`src/rtl/ppc_enc_pkg.sv`:
```
// rtl/ppc_enc_pkg.sv - shared constants, output-stage states and helpers for the PPC request encoders
package ppc_enc_pkg;

    localparam int ENC_N = 8;
    localparam int ENC_W = 3;

    typedef enum logic {
        ST_IDLE    = 1'b0,
        ST_PRESENT = 1'b1
    } out_state_e;

    function automatic int clog2(input int value);
        int r;
        r = 0;
        for (int i = 0; i < 32; i++) begin
            if ((1 << i) < value) begin
                r = i + 1;
            end
        end
        return r;
    endfunction

    // Big-endian request vectors sometimes need handing to little-endian consumers
    function automatic logic [0:ENC_N-1] bit_reverse(input logic [0:ENC_N-1] v);
        logic [0:ENC_N-1] r;
        for (int i = 0; i < ENC_N; i++) begin
            r[i] = v[ENC_N-1-i];
        end
        return r;
    endfunction

endpackage

```
`src/rtl/pri_enc_ffs.sv`:
```
// rtl/pri_enc_ffs.sv - combinational find-first-set over a big-endian vector, lowest index wins
module pri_enc_ffs #(
    parameter int N = 8,
    parameter int W = 3
) (
    input  logic [0:N-1] vec,
    output logic [0:W-1] idx,
    output logic         any
);

    // Scan from the low-priority end so the lowest-numbered set bit is written last
    always_comb begin
        idx = '0;
        any = 1'b0;
        for (int i = N - 1; i >= 0; i--) begin
            if (vec[i]) begin
                idx = W'(i);
                any = 1'b1;
            end
        end
    end

endmodule

```
`src/rtl/encoder8to3_pend.sv`:
```
// rtl/encoder8to3_pend.sv - sticky pending register with registered priority code under valid/ack
module encoder8to3_pend
    import ppc_enc_pkg::*;
#(
    parameter int N = ENC_N,
    parameter int W = clog2(N)
) (
    input  logic         clk,
    input  logic         rst,
    input  logic [0:N-1] req,
    input  logic [0:N-1] mask,
    input  logic         ack,
    input  logic         flush,
    output logic         valid,
    output logic [0:W-1] code,
    output logic [0:N-1] pend
);

    out_state_e   state_q, state_d;
    logic [0:N-1] pend_q, pend_d;
    logic [0:W-1] code_q, code_d;
    logic [0:N-1] clr;
    logic [0:N-1] cand;
    logic [0:W-1] ffs_idx;
    logic         ffs_any;
    logic         present;
    logic         load;

    assign present = (state_q == ST_PRESENT);
    assign load    = ~present | ack;

    always_comb begin
        clr = '0;
        if (present && ack) begin
            clr[code_q] = 1'b1;
        end
    end

    // Requests arriving this cycle are excluded from selection; they only reach pend
    assign cand = pend_q & ~clr & mask;

    pri_enc_ffs #(
        .N (N),
        .W (W)
    ) u_ffs (
        .vec (cand),
        .idx (ffs_idx),
        .any (ffs_any)
    );

    always_ff @(posedge clk or posedge rst) begin
        if (rst) begin
            state_q <= ST_IDLE;
            pend_q  <= '0;
            code_q  <= '0;
        end else begin
            state_q <= state_d;
            pend_q  <= pend_d;
            code_q  <= code_d;
        end
    end

    always_comb begin
        state_d = state_q;
        code_d  = code_q;
        pend_d  = (pend_q & ~clr) | req;
        if (flush) begin
            state_d = ST_IDLE;
            code_d  = '0;
            pend_d  = '0;
        end else if (load) begin
            state_d = ffs_any ? ST_PRESENT : ST_IDLE;
            code_d  = ffs_any ? ffs_idx : '0;
        end
    end

    always_comb begin
        valid = present;
        code  = code_q;
        pend  = pend_q;
    end

endmodule

```
`config.mk`:
```
export PLATFORM = sky130hd
export DESIGN_NAME = encoder8to3_pend
export DESIGN_NICKNAME = d
export VERILOG_FILES = /design/src/rtl/ppc_enc_pkg.sv /design/src/rtl/pri_enc_ffs.sv /design/src/rtl/encoder8to3_pend.sv
export SDC_FILE = /design/constraint.sdc
export NUM_CORES = 1
export LEC_CHECK = 0
export BUFFER_PORTS_ARGS = -buffer_cell sky130_fd_sc_hd__clkbuf_2
export CAP_MARGIN = 20
export CORE_UTILIZATION = 35
export CTS_CLUSTER_DIAMETER = 60
export DETAILED_ROUTE_END_ITERATION = 10
export PLACE_DENSITY_LB_ADDON = 0.1
export SLEW_MARGIN = 30
export SYNTH_ARGS = -nofsm -noshare
export SYNTH_HDL_FRONTEND = slang
export SYNTH_HIERARCHICAL = 1
export SYNTH_SLANG_ARGS = --single-unit
export TNS_END_PERCENT = 10
```
`constraint.sdc`:
```
create_clock -name clk -period 3.96 [get_ports clk]
set_input_delay 0.792 -clock clk [delete_from_list [all_inputs] [get_ports clk]]
set_output_delay 0.792 -clock clk [all_outputs]
set_load 0.05 [all_outputs]
```
==> results.tsv, run 1 <==
stage	metric	value	unit
clocking	Setup Buffers After CTS	0	
sta	period utilization	72.05	%
place	pre-CTS setup slack	1193	ps
pwr	maximum VDD drop	0.0001878	V
worst_setup_path	critical path peak fanout	32	
grt	largest net degree at the start of global routing	42	
floorplanning	floorplan core area	5574	µm²
worst_setup_path	CP Class	flop to flop	
yosys	Post-Synthesis Cells	194	
yosys	post-synthesis adder-cell area fraction	0	%
yosys	Seq/Total Area, Yosys	49.91	%
worst_setup_path	delay-heaviest family, CP	simple AND/OR/NAND/NOR gates	
routing	vias per cell	4.624	
grt	antenna violations before repair	0	
sta	min cycle time layout	2853	ps
place	RePlAce Congestion	0.8614	
floorplanning	Die Width	78.64	µm
routing	Residual DRC	0	
yosys	post-synthesis xor/xnor area fraction	0	%
final_layout	most frequent cells in the layout	clkbuf_2 (60), dfrtp_1 (41), a22o_1 (32), conb_1 (29), nor2_1 (19)	
worst_setup_path	Worst Path Required	4140	ps
floorplanning	row count	27	
yosys	post-synthesis compound-gate area fraction	20.57	%
clocking	post_cts resized	0	
yosys	Mapped Area	2056	µm²
sta	hold_ws	534.9	ps
yosys	largest family of logic cells by synthesized area	compound AO/OA/AOI/OAI gates	
final_layout	# nets final	275	
worst_setup_path	CP startpoint kind	flop	
grt	grt ovf	0	
yosys	mux cell area share after synthesis	0	%
routing	DRT Pass-1 Iters	4	
sta	Clock Skew	6.925	ps
final_layout	most common cell after layout, fill and taps aside	clkbuf_2	
routing	Starting DRT DRC Count	88	
place	Post-DP HPWL	3.017	mm
yosys	Synth Register Bits	41	
place	I/O Buffers	60	
sta	RSZ-0062 raised after global routing	false	
clocking	clock sink total	41	
worst_setup_path	slowest cell on the critical path	nor4_1	
final_layout	ANT cells	0	
routing	Via Count	1512	
floorplanning	die area	6184	µm²
clocking	Clk Latency, worst-skew pair	290	ps
clocking	root buf cell	clkbuf_8	
worst_setup_path	slowest stage delay, CP	450	ps
clocking	CTS Hold Bufs	0	
clocking	Clock transition at path regs	70	ps
pwr	Power Dens Cells	432.0	nW/µm²
status	outcome	completed	
floorplanning	Die Y	78.64	µm
yosys	YS warnings	6	
sta	final setup violation count	0	
clocking	CTS tree	yes	
pwr	Total Power	1.041	mW
routing	WL/cell	13.50	µm
sta	worst-margin pin slew	525.9	ps
clocking	H-tree depth	2	
routing	final wirelength	4.416	mm
pwr	Pleak	1.255	nW
worst_setup_path	Setup crit end kind	flop	
clocking	Num CTS Buffers	5	
grt	GR Util All Layers	15.70	%
clocking	Max clock buf depth	2	
routing	antenna viol nets, final	0	
sta	Setup WS post-layout	1107	ps
yosys	Avg Inst Size Synth	10.60	µm²
sta	maximum clock frequency	0.3505	GHz
worst_setup_path	crit-path cells	nor4_2, nand4_2, nor3_4, a21oi_1, nor4_1, nand2_1, nand2b_1, a21oi_2, buf_4, a22o_1	
sta	fin. max-slew vios	0	
yosys	Cell variety after synth	28	
sta	Final Hold Viols	0	
grt	first-pass GRT wire length	7.320	mm
grt	number of global-route vias before repair	1427	
worst_setup_path	WP data arrival	3030	ps
final_layout	fraction of layout cells with a size suffix above 1	30.98	%
min_path	Hold Path Class	flop to flop	
job	max_cap viols	0	
worst_setup_path	worst path bufs/invs	1	
yosys	simple-gate share of the synthesized area	16.13	%
floorplanning	initial cell density of the core	36.88	%
sta	Slew HR	64.94	%
final_layout	area grow syn2layout	17.22	%
floorplanning	IO Pins	61	
sta	setup TNS	0	ps
==> power breakdown <==
part	switching, mW	internal [mW]
registers	0.0338	0.452
clock network	0.139	0.138
logic	0.205	0.0735
==> through the flow <==
| stage | utilization (%) | instances | cell area, µm² |
|---|---|---|---|
| global route | 43.23 | 327 | 2410 |
| global placement | 41.68 | 320 | 2323 |
| floorplan | - | 222 | 2161 |
| detailed placement | 41.68 | 320 | 2323 |
| CTS | 43.23 | 327 | 2410 |
| finish | 43.23 | 327 | 2410 |
==> cell families after synthesis <==
logic type | Yosys count
AND/OR/NAND/NOR | 57
other | 1
flip-flops | 41
AO/OA/AOI/OAI | 54
buffers and inverters | 41
==> worst paths after layout <==
check / start / end / slack, ps / cells after the start
max in group asynchronous: rst / pend[6] / 3000 / 3
min in group asynchronous: rst / valid / 600 / 3
setup / recovery: code[1] / code[30] / 1110 / 10
setup reg to reg: code[1] / code[30] / 1110 / 10
hold / removal: code[16] / code[16] / 530 / 1
hold reg to reg: code[16] / code[16] / 530 / 1
==> synth_stat cells <==
cell type	n	area (µm²)
a21oi_2	1	8.760
nor4_2	4	50.05
a211oi_1	9	67.56
inv_1	3	11.26
o21bai_1	1	7.510
nor2_1	19	71.32
or3_1	2	12.51
nand3_1	2	10.01
nor3_4	2	32.53
inv_2	1	3.750
nand4_1	1	6.260
a22o_1	32	280.3
nand2b_1	2	12.51
nand3b_1	1	7.510
nor3b_2	1	12.51
nor4_1	4	25.02
o41ai_1	1	8.760
nor2b_1	2	12.51
conb_1	1	3.750
dfrtp_1	41	1026
nor3_1	5	25.02
buf_2	7	35.03
nand2_1	11	41.29
clkbuf_1	1	3.750
a21oi_1	9	45.04
buf_4	29	217.7
o21ai_0	1	5.000
nand4_2	1	12.51
==> registers in the layout, indices dropped and copies added, names as in the netlist <==
| name | cells |
|---|---|
| valid | 1 |
| code | 32 |
| pend | 8 |
==> area by class of cell <==
type / instances / area (µm²)
timing repair buffer: 63 / 322.8
tap: 72 / 90.09
inverter: 4 / 15.01
fill: 561 / 3164
sequential: 41 / 1026
clock buffer: 7 / 86.33
multi-input combinational: 140 / 869.6
==> layer usage <==
layer	up-vias	track usage (%)	wire length, µm
met5	-	0	0
met3	6	4.651	250
met4	0	5.556	57
met1	691	22.74	2268
li1	774	-	-
met2	41	21.91	1840
(Power assumes the default switching activity.)
==> run 2, diff against run 1 <==
- clock period: 3.96 -> 2.9 ns (I/O delays scaled with it)
==> run 2 against run 1 <==
Global-route usage shrank 0.29 points. Clock power grew 30%. Flip-flop and latch count is the same. First-iteration DRC count shrank 1.1%. Die area is the same. Count of clock-buffer cells in the layout shrank 1. Non-clock buffer count is the same. Final cell count grew 0.31%. Critical path depth shrank 1. Fmax grew 12%.
==> results.tsv, run 2 (same netlist as run 1, synthesis figures left out) <==
stage	metric	value	unit	change
worst_setup_path	r2r setup slk	350	ps	-760 ps
job	max_cap viols	0		unchanged
sta	period utilization	88.05	%	+16 points
worst_setup_path	CP Class	flop to flop		
status	outcome	completed		
floorplanning	row count	27		unchanged
grt	number of global-route vias before repair	1402		-1.8%
final_layout	ANT cells	0		unchanged
sta	final setup violation count	0		unchanged
final_layout	area grow syn2layout	17.10	%	
clocking	Setup Buffers After CTS	0		unchanged
clocking	clock sink total	41		unchanged
grt	first-pass GRT wire length	7.238	mm	-1.1%
worst_setup_path	CP startpoint kind	flop		
min_path	Hold Path Class	input pin to asynchronous set/reset pin		
grt	GR Util met3	3.837	%	-0.81 points
floorplanning	IO Pins	61		unchanged
place	pre-CTS setup slack	332.9	ps	-860.5 ps
routing	vias per cell	4.707		+1.8%
grt	grt ovf	0		unchanged
grt	met2 GRT Util	22.26	%	+0.35 points
worst_setup_path	Worst R2R Start	code[1]		
grt	met1 Use GR	21.88	%	-0.86 points
final_layout	most frequent cells in the layout	clkbuf_2 (60), dfrtp_1 (41), a22o_1 (32), conb_1 (29), nor2_1 (19)		
worst_setup_path	critical path peak fanout	8		-75%
sta	setup TNS	0	ps	unchanged
routing	WL/cell	13.69	µm	+1.4%
clocking	Num CTS Buffers	5		unchanged
sta	min cycle time layout	2554	ps	-299.6 ps
clocking	Clk Latency, worst-skew pair	290	ps	about the same
sta	hold_ws	263.5	ps	-271.5 ps
worst_setup_path	crit-path cells	nor4_2, nand4_2, nor3_4, a21oi_1, nor4_1, nand2_1, nand2b_1, a21oi_2, a22o_1		
final_layout	max reg flops	32		unchanged
pwr	maximum VDD drop	0.0002205	V	+17%
place	Post-DP HPWL	3.156	mm	+4.6%
routing	DRT Pass-1 Iters	4		unchanged
clocking	H-tree depth	2		unchanged
clocking	CTS tree	yes		
place	RePlAce Congestion	0.8278		-3.9%
final_layout	# nets final	275		unchanged
routing	Residual DRC	0		unchanged
grt	busiest grt layer	met2		
pwr	Power Dens Cells	582.9	nW/µm²	+35%
clocking	Max clock buf depth	2		unchanged
worst_setup_path	WP data arrival	2730	ps	-300 ps
clocking	CTS Hold Bufs	0		unchanged
floorplanning	Die Width	78.64	µm	unchanged
clocking	root buf cell	clkbuf_8		
final_layout	fraction of layout cells with a size suffix above 1	31.64	%	+0.66 points
floorplanning	floorplan core area	5574	µm²	unchanged
grt	antenna violations before repair	0		unchanged
clocking	Clock transition at path regs	80	ps	about the same
pwr	Pleak	1.258	nW	+0.24%
sta	Setup WS post-layout	346.5	ps	-760.4 ps
routing	Via Count	1544		+2.1%
place	I/O Buffers	60		unchanged
final_layout	# fillers	559		-0.36%
sta	fin. max-slew vios	0		unchanged
grt	largest net degree at the start of global routing	34		-19%
routing	antenna viol nets, final	0		unchanged
floorplanning	initial cell density of the core	36.88	%	unchanged
routing	final wirelength	4.491	mm	+1.7%
routing	Starting DRT DRC Count	87		-1.1%
floorplanning	Die Y	78.64	µm	unchanged
worst_setup_path	slowest stage delay, CP	430	ps	-20 ps
worst_setup_path	Reg-to-Reg End	code[30]		
sta	Final Hold Viols	0		unchanged
worst_setup_path	slowest cell on the critical path	nor3_4		
worst_setup_path	Setup crit end kind	flop		
sta	maximum clock frequency	0.3916	GHz	+12%
grt	GR Util All Layers	15.42	%	-0.29 points
final_layout	most common cell after layout, fill and taps aside	clkbuf_2		
worst_setup_path	Worst Path Required	3080	ps	-1060 ps
sta	Clock Skew	6.654	ps	-0.2714 ps
sta	RSZ-0062 raised after global routing	false		
worst_setup_path	r2r worst-path depth	9		-1
clocking	post_cts resized	0		unchanged
floorplanning	die area	6184	µm²	unchanged
run 2: how the worst max path moves through the flow:
stage	startpoint	endpoint	slack, ps
after CTS	code[1]	code[30]	320
final	code[1]	code[30]	350
after detailed placement	code[1]	code[30]	330
after global placement	code[18]	code[29]	370
after floorplan	code[10]	code[30]	280
after global routing	code[18]	code[30]	40
run 2: cell type report:
type | instances | area [µm²] | area share, %
Inverter | 4 | 16.27 | 0.6757
Multi-Input combinational cell | 140 | 869.6 | 36.12
Clock inverter | 2 | 10.01 | 0.4158
Sequential cell | 41 | 1026 | 42.62
Clock buffer | 6 | 72.57 | 3.015
Timing Repair Buffer | 63 | 322.8 | 13.41
Tap cell | 72 | 90.09 | 3.742
run 2: through the flow:
step	power, mW	utilization (%)	area (µm²)	cells
final	1.403	43.19	2407	328
after global routing	1.481	43.19	2407	328
after floorplan	0.9844	-	2161	222
after detailed placement	1.060	41.71	2325	320
after global placement	1.061	41.68	2323	320
after CTS	1.422	43.19	2407	328
run 2: routing by layer:
metal  vias up  wire [µm]
met1       726       2165
met2        39       2006
met3         4        267
li1        775          -
met5         -          0
met4         0         52
run 2: worst max-delay path, delay by kind of cell (launching register included):
| family | cells | cell delay, ps |
|---|---|---|
| AND/OR/NAND/NOR | 6 | 1600 |
| AO/OA/AOI/OAI | 3 | 430 |
| flip-flops | 1 | 420 |
run 2: where the power goes:
| part | total [mW] | switching (mW) | internal (mW) |
|---|---|---|---|
| registers | 0.664 | 0.0473 | 0.617 |
| logic | 0.380 | 0.280 | 0.100 |
| clock network | 0.359 | 0.192 | 0.167 |
| total | 1.40 | 0.519 | 0.884 |
